$ cat src/rtl/combo_lock_ctrl.sv
// combo_lock_ctrl: three-entry switch combination lock with a timed unlock window and a timed lockout.
// Optional macro COMBO_LOCK_ENTRY_TIMEOUT_EN aborts a partial sequence after ENTRY_TIMEOUT idle cycles.
module combo_lock_ctrl #(
  parameter logic [7:0]  CODE0          = 8'h28,
  parameter logic [7:0]  CODE1          = 8'h19,
  parameter logic [7:0]  CODE2          = 8'h96,
  parameter int unsigned MAX_TRIES      = 3,
  parameter logic [31:0] UNLOCK_CYCLES  = 32'd250_000_000,
  parameter logic [31:0] LOCKOUT_CYCLES = 32'd500_000_000,
  parameter logic [31:0] ENTRY_TIMEOUT  = 32'd250_000_000
) (
  input  logic       clock,
  input  logic       reset,
  input  logic [3:0] A,
  input  logic [3:0] B,
  input  logic       enter,
  output logic       unlocked,
  output logic       locked_out,
  output logic [1:0] step,
  output logic [1:0] fail_count,
  output logic       bad_code
);

  typedef enum logic [2:0] {
    S_IDLE    = 3'd0,
    S_E1      = 3'd1,
    S_E2      = 3'd2,
    S_OPEN    = 3'd3,
    S_LOCKOUT = 3'd4
  } state_t;

  localparam logic [1:0] MAX_C = 2'(MAX_TRIES);

  state_t      state_q, state_d;
  logic        enter_d_q;
  logic        mismatch_q, mismatch_d;
  logic [31:0] timer_q, timer_d;
  logic [1:0]  fail_count_q, fail_count_d;
  logic [1:0]  step_q, step_d;
  logic        unlocked_q, locked_out_q, bad_code_q, bad_code_d;
  logic        press_s, timeout_s, fail_seq_s;
  logic [1:0]  fail_inc_s;
  logic [7:0]  entry_s;

  assign press_s    = enter & ~enter_d_q;
  assign entry_s    = {A, B};
  assign fail_inc_s = (fail_count_q >= MAX_C) ? fail_count_q : (fail_count_q + 2'd1);

`ifdef COMBO_LOCK_ENTRY_TIMEOUT_EN
  logic [31:0] idle_q, idle_d;
  logic        in_seq_s;

  assign in_seq_s  = (state_q == S_E1) || (state_q == S_E2);
  // A press in the expiry cycle wins, so expiry requires no press.
  assign timeout_s = in_seq_s && !press_s && (idle_q == (ENTRY_TIMEOUT - 32'd1));

  // Idle counter next value: counts only while waiting for the next entry.
  always_comb begin
    idle_d = 32'd0;
    if (in_seq_s && !press_s && !timeout_s) begin
      idle_d = idle_q + 32'd1;
    end else begin
      idle_d = 32'd0;
    end
  end

  // Idle counter register.
  always_ff @(posedge clock) begin
    if (reset) begin
      idle_q <= 32'd0;
    end else begin
      idle_q <= idle_d;
    end
  end
`else
  logic unused_timeout_s;
  assign unused_timeout_s = ^ENTRY_TIMEOUT;
  assign timeout_s        = 1'b0;
`endif

  // Next-state and next-output logic.
  always_comb begin
    state_d      = state_q;
    mismatch_d   = mismatch_q;
    timer_d      = timer_q;
    fail_count_d = fail_count_q;
    step_d       = step_q;
    bad_code_d   = 1'b0;
    fail_seq_s   = 1'b0;

    case (state_q)
      S_IDLE: begin
        if (press_s) begin
          state_d    = S_E1;
          step_d     = 2'd1;
          mismatch_d = (entry_s != CODE0);
        end else begin
          step_d = 2'd0;
        end
      end
      S_E1: begin
        if (press_s) begin
          state_d    = S_E2;
          step_d     = 2'd2;
          mismatch_d = mismatch_q | (entry_s != CODE1);
        end else if (timeout_s) begin
          fail_seq_s = 1'b1;
        end else begin
          state_d = S_E1;
        end
      end
      S_E2: begin
        if (press_s) begin
          step_d = 2'd0;
          if (!mismatch_q && (entry_s == CODE2)) begin
            state_d      = S_OPEN;
            fail_count_d = 2'd0;
            timer_d      = UNLOCK_CYCLES - 32'd1;
          end else begin
            fail_seq_s = 1'b1;
          end
        end else if (timeout_s) begin
          fail_seq_s = 1'b1;
        end else begin
          state_d = S_E2;
        end
      end
      S_OPEN: begin
        // Expiry and a relocking press collapse into one return to IDLE.
        if ((timer_q == 32'd0) || press_s) begin
          state_d = S_IDLE;
          timer_d = 32'd0;
        end else begin
          timer_d = timer_q - 32'd1;
        end
      end
      S_LOCKOUT: begin
        if (timer_q == 32'd0) begin
          state_d      = S_IDLE;
          fail_count_d = 2'd0;
        end else begin
          timer_d = timer_q - 32'd1;
        end
      end
      default: begin
        state_d = S_IDLE;
        step_d  = 2'd0;
        timer_d = 32'd0;
      end
    endcase

    if (fail_seq_s) begin
      bad_code_d   = 1'b1;
      step_d       = 2'd0;
      fail_count_d = fail_inc_s;
      if (fail_inc_s == MAX_C) begin
        state_d = S_LOCKOUT;
        timer_d = LOCKOUT_CYCLES - 32'd1;
      end else begin
        state_d = S_IDLE;
      end
    end else begin
      bad_code_d = 1'b0;
    end
  end

  // State, datapath and registered outputs; enter_d resets high to mask a held strobe.
  always_ff @(posedge clock) begin
    if (reset) begin
      state_q      <= S_IDLE;
      enter_d_q    <= 1'b1;
      mismatch_q   <= 1'b0;
      timer_q      <= 32'd0;
      fail_count_q <= 2'd0;
      step_q       <= 2'd0;
      unlocked_q   <= 1'b0;
      locked_out_q <= 1'b0;
      bad_code_q   <= 1'b0;
    end else begin
      state_q      <= state_d;
      enter_d_q    <= enter;
      mismatch_q   <= mismatch_d;
      timer_q      <= timer_d;
      fail_count_q <= fail_count_d;
      step_q       <= step_d;
      unlocked_q   <= (state_d == S_OPEN);
      locked_out_q <= (state_d == S_LOCKOUT);
      bad_code_q   <= bad_code_d;
    end
  end

  assign unlocked   = unlocked_q;
  assign locked_out = locked_out_q;
  assign step       = step_q;
  assign fail_count = fail_count_q;
  assign bad_code   = bad_code_q;

endmodule

$ cat config.mk
export PLATFORM = sky130hd
export DESIGN_NAME = combo_lock_ctrl
export DESIGN_NICKNAME = d
export VERILOG_FILES = /design/src/rtl/combo_lock_ctrl.sv
export SDC_FILE = /design/constraint.sdc
export NUM_CORES = 1
export LEC_CHECK = 0
export ABC_AREA = 1
export CORE_MARGIN = 2
export CORE_UTILIZATION = 60
export CTS_CLUSTER_DIAMETER = 120
export CTS_CLUSTER_SIZE = 30
export DETAILED_ROUTE_END_ITERATION = 8
export GPL_TIMING_DRIVEN = 1
export PLACE_DENSITY = 0.85
export SETUP_SLACK_MARGIN = 0.1
export SLEW_MARGIN = 30
export SYNTH_ARGS = -nofsm -noshare
export SYNTH_HDL_FRONTEND = slang
export SYNTH_SLANG_ARGS = --single-unit
$ cat constraint.sdc
create_clock -name clock -period 3.7 [get_ports clock]
set_input_delay 1.11 -clock clock [delete_from_list [all_inputs] [get_ports clock]]
set_output_delay 1.11 -clock clock [all_outputs]
set_load 0.03 [all_outputs]
# Word level (Yosys, flattened, before mapping)
# Cells that the tools add are included.
[totals]
input_bits = 11
out_inout_bits = 7
wordCells = 78
ff_bits = 44
[op_classes]
n_lt_le_gt_ge = 1
reduce_logical = 13
n_addsub = 2
eq_ne = 16
n_bitwise = 4
n_mux = 33
[op_table]
columns = ["cell", "count"]
rows = [
  ["two-way mux 32 bit", 6],
  ["case mux 32 bit (4 select lines)", 1],
  ["zero test 32 bit", 1],
  ["subtractor 32 x 1 -> 32 bit (second input constant)", 1],
  ["two-way mux 3 bit", 7],
  ["two-way mux 2 bit", 8],
  ["case mux 3 bit (5 select lines)", 1],
  ["equality test 3 x 2 -> 1 bit (second input constant)", 3],
  ["inequality test 3 bit (second input constant)", 3],
  ["equality test 8 bit (second input constant)", 1],
  ["inequality test 8 x 5 -> 1 bit (second input constant)", 1],
  ["inequality test 8 x 6 -> 1 bit (second input constant)", 1],
  ["case mux 2 bit (4 select lines)", 1],
  ["two-way mux 1 bit", 7],
  ["equality test 3 bit (second input constant)", 2],
  ["inequality test 2 bit (second input constant)", 3],
  ["AND reduction 3 bit", 2],
  ["OR reduction 2 bit", 3],
  ["case mux 2 bit (2 select lines)", 1],
  ["AND reduction 4 bit", 1],
  ["equality test 3 x 1 -> 1 bit (second input constant)", 1],
  ["zero test 3 bit", 1],
  ["nonzero test 3 bit", 1],
  ["adder 2 x 1 -> 2 bit (second input constant)", 1],
  ["10 further kinds", 11],
]

# Depth between registers and ports, before layout
[logic_depth]
ltp_word = 7
mapped_depth = 13
depth_no_buf = 13

# Worst setup path after synthesis
# OpenSTA, ideal clock, no wires.
[synth_timing]
path_kind = "input to register"
from = "input enter"
to = "register timer_q[4]"
t_arrival_ns = 2.121
path_slack_ns = 1.517
required_time_ns = 3.639
stages = 9
path_cell_list = "inv_1 > nor2_2 > nand4_2 > inv_2 > buf_4 > o21ai_0 > nand3_1 > nand2_1 > nand2_1"
[synth_via]
elab_chain_len = 6
word_cells_on_any_way = 9
[synth_rtl]
columns = ["item", "line", "rtl"]
rows = [
  ["start: declaration", "16", "input logic enter,"],
  ["AND 1 bit (*)", "45", "assign press_s = enter & ~enter_d_q;"],
  ["logical OR 1 bit", "130", "if ((timer_q == 32'd0) || press_s) begin"],
  ["two-way mux 32 bit", "130", ""],
  ["case mux 32 bit (4 select lines)", "91", "case (state_q)"],
  ["two-way mux 32 bit", "156", "if (fail_inc_s == MAX_C) begin"],
  ["two-way mux 32 bit (*)", "152", "if (fail_seq_s) begin"],
  ["end signal: assignment", "183", "timer_q <= timer_d;"],
  ["end: declaration", "37", "logic [31:0] timer_q, timer_d;"],
]
# Mark *: on every way between the ends. The rest lies on a longest branch, timed or not.
# A chain may end at the register's enable or synchronous reset.

# Final worst setup path
[layout_timing]
from = "input B[2]"
to = "register timer_q[28]"
[layout_via]
elab_chain_len = 7
word_cells_on_any_way = 10
[layout_rtl]
columns = ["item", "line", "rtl"]
rows = [
  ["start: declaration", "15", "input logic [3:0] B,"],
  ["equality test 8 bit (*)", "115", "if (!mismatch_q && (entry_s == CODE2)) begin"],
  ["logical AND 1 bit (*)", "115", ""],
  ["two-way mux 32 bit", "115", ""],
  ["two-way mux 32 bit", "113", "if (press_s) begin"],
  ["case mux 32 bit (4 select lines)", "91", ""],
  ["two-way mux 32 bit", "156", ""],
  ["two-way mux 32 bit (*)", "152", ""],
]
# Marks and branches as above.

==> flow_metrics.py <==
metrics = {
    "timing": {
        "hold_viol_final": 0,
        "max_freq_mhz": 351,
        "rsz0062_at_grt": "no",
        "worstMarginPinSlew_ns": 0.660,
        "hold_slack_ns": 0.459,
        "skew_ns": 0.00742,
        "fin_crit_sh_pct": 77.1,
        "setup_violations": 0,
        "final.min_clock_period_ns": 2.85,
        "slew_headroom_pct": 55.5,
        "slew_violations": 0,
        "setup_tns_ns": 0,
    },
    "power_and_ir_drop": {
        "p_comb_share_pct": 5.8,
        "power_mw": 0.853,
        "p_seq_share_pct": 56.0,
        "vdd_ir_drop_max_mv": 0.207,
        "clock_power_share_pct": 38.2,
        "p_per_area_nw_per_um2": 236,
        "switching_power_mw": 0.222,
        "p_int_mw": 0.631,
        "p_leak_nw": 1.84,
        "switching_share_pct": 26.0,
    },
    "place": {
        "dp_hpwl_microns": 6970,
        "placed_cells": 621,
        "port_buffers": 17,
        "place.gp.congestion": 1.02,
    },
    "setup_path": {
        "r2r-start": "timer_q[0]",
        "max_stage_delay_ns": 0.48,
        "crit_path_start_kind": "input pin",
        "cp-startpoint": "B[2]",
        "regToRegSetupSlack_ns": 1.63,
        "worstPathArrival_ns": 3.06,
        "worstPathMaxFanout": 13,
        "crit_path_top_delay_cell": "clkdlybuf4s50_1",
        "cp_top_family": "simple AND/OR/NAND/NOR gates",
        "path_common_cell": "nand2_1",
        "path_buf_inv": 3,
        "reg2reg_depth": 12,
        "crit_cells": 10,
        "critPathKind": "input pin to flop",
        "end_kind": "flop",
        "path_cells": "clkdlybuf4s50_1 -> inv_1 -> nor3_1 -> nand4_2 -> inv_2 -> o21ai_4 -> nand2_1 -> nand2_1 -> nand2_1 -> nand2_1",
        "cp_data_required_time_ns": 3.91,
    },
    "worst_hold_path": {
        "whs_path_depth": 2,
        "hp-start": "step[0]",
        "holdCritPathClass": "flop to flop",
    },
    "cts": {
        "path_clk_slew_ns": 0.09,
        "cts_tree": "done",
        "cts_setup_buffers": 0,
        "ctsLongestPathBuffers": 2,
        "clock-sinks": 44,
        "cts_buffers": 5,
        "holdBufCountCts": 0,
        "cts_resized": 0,
        "htree_levels": 2,
        "clk_latency_ns": 0.31,
        "root_buffer": "clkbuf_8",
    },
    "die": {
        "die_area_sq_um": 6110,
        "die_y_microns": 78.1,
        "die_x_microns": 78.1,
        "rows": 26,
        "initial_core_util_pct": 63.4,
        "ios": 18,
        "core_area_sq_um": 5200,
    },
    "final_layout": {
        "area_growth_pct": 9.52,
        "final_cell_mix": "168 x nand2_1, 73 x nor2_1, 52 x inv_1",
        "fin_nets": 571,
        "layout_commonest_cell": "nand2_1",
        "final_cells": 629,
        "nFillCells": 480,
        "diodes": 0,
        "layout-drive-gt1-share_pct": 12.0,
        "fin_util_pct": 69.4,
    },
    "logic_synthesis": {
        "postSynth.asyncResetShare_pct": 0,
        "synth-seq-cells": 44,
        "synth_cell_types": 38,
        "synth_flop_cell": "dfxtp_1",
        "syn-num-nets": 555,
        "synth_area_leaders": "dfxtp_1 27%, nand2_1 19%, nor2_1 8.3%",
        "synth_top_area_cell": "dfxtp_1",
        "netlist_instances": 542,
        "avgSynthCellArea_sq_um": 6.09,
        "yosysSeqAreaShare_pct": 26.7,
        "synth_area_sq_um": 3300,
        "yosys_warnings": 0,
        "synth.top_cell.area_share_pct": 26.7,
        "synth-edff-count": 0,
    },
    "route": {
        "drc": 0,
        "detail_route.vias_per_cell": 5.69,
        "firstDrtPassIters": 6,
        "wl_per_cell_microns": 14.9,
        "vias": 3577,
        "drtAntennaViolNets": 0,
        "drt_iter0_drc": 427,
        "routed_wl_microns": 9350,
    },
    "global_routing": {
        "antenna_found_initial": 0,
        "grt_overflow": 0,
        "grt_max_degree": 21,
        "grt_usage_pct": 31.9,
        "grt_pass1_wl_microns": 15200,
        "grt_pass1_vias": 3269,
    },
    "outcome": {
        "status": "finished clean",
    },
    "run": {
        "maxCapViolations": 0,
    },
}
==> kinds of logic after synthesis <==
family                     Yosys count  share of synthesized area (%)
and+or+nand+nor                    333                           46.9
adders and majority gates            2                          0.759
DFF                                 44                           26.7
xor gates and xnor gates             8                           2.12
AOI/OAI and AO/OA                   81                           14.4
buffers and inverters               74                           9.10
==> path summary, 6_finish.rpt <==
path                       to
setup / recovery  timer_q[28]
hold / removal        step[0]
setup reg to reg   timer_q[7]
hold reg to reg       step[0]
==> layout make-up <==
| class | instances | area, sq um | share of cell area [%] |
|---|---|---|---|
| inverters | 62 | 233 | 6.44 |
| clock buffers | 5 | 68.8 | 1.91 |
| flip-flops and latches | 44 | 881 | 24.4 |
| well taps | 70 | 87.6 | 2.42 |
| clock inverters | 3 | 25.0 | 0.693 |
| multi-input cells | 424 | 2120 | 58.6 |
| repair buffers | 21 | 200 | 5.54 |
==> state kept, by name (all words and copies together) (netlist names) <==
register,count
mismatch_q,1
enter_d_q,1
fail_count,2
locked_out,1
step,2
unlocked,1
bad_code,1
state_q,3
timer_q,32
==> routing by layer <==
| layer | vias to the layer above | global-route usage [%] | wire length (microns) |
|---|---|---|---|
| met1 | 1586 | 43.2 | 3920 |
| li1 | 1760 | - | - |
| met3 | 29 | 7.13 | 1140 |
| met2 | 202 | 49.8 | 4060 |
| met4 | 0 | 12.1 | 221 |
| met5 | - | 0 | 0 |
==> tightest hold or removal path, stage by stage (launching register included) <==
cell     delay, ns
dfxtp_1       0.32
nand2_1       0.06
a21oi_1       0.05
==> power by group through the flow <==
stage                     Combinational (mW)  Sequential [mW]  Clock (mW)
after floorplan                       0.0262            0.489           0
after global placement                0.0470            0.489           0
after detailed placement              0.0483            0.489           0
after CTS                             0.0483            0.478       0.331
after global routing                  0.0544            0.478       0.349
final                                 0.0496            0.478       0.326
==> cells in the mapped netlist (3+ instances only) <==
cell	instances
nand4_1	5
inv_2	10
o21ai_1	7
inv_1	52
nand3_1	38
o21ai_0	35
nor2_2	13
nand3_2	9
nand2_1	168
clkbuf_1	6
dfxtp_1	44
nor2_1	73
nand2_4	3
nor2_4	10
xor2_1	7
nor3_1	5
nand2_2	3
buf_2	3
a22oi_1	4
a21oi_1	22
==> metrics by stage <==
stage	instance area, sq um	setup WS, ns
floorplan	3300	1.52
global placement	3520	0.707
detailed placement	3520	0.560
CTS	3610	0.884
global route	3610	0.628
finish	3610	0.848
(Power assumes the default switching activity.)
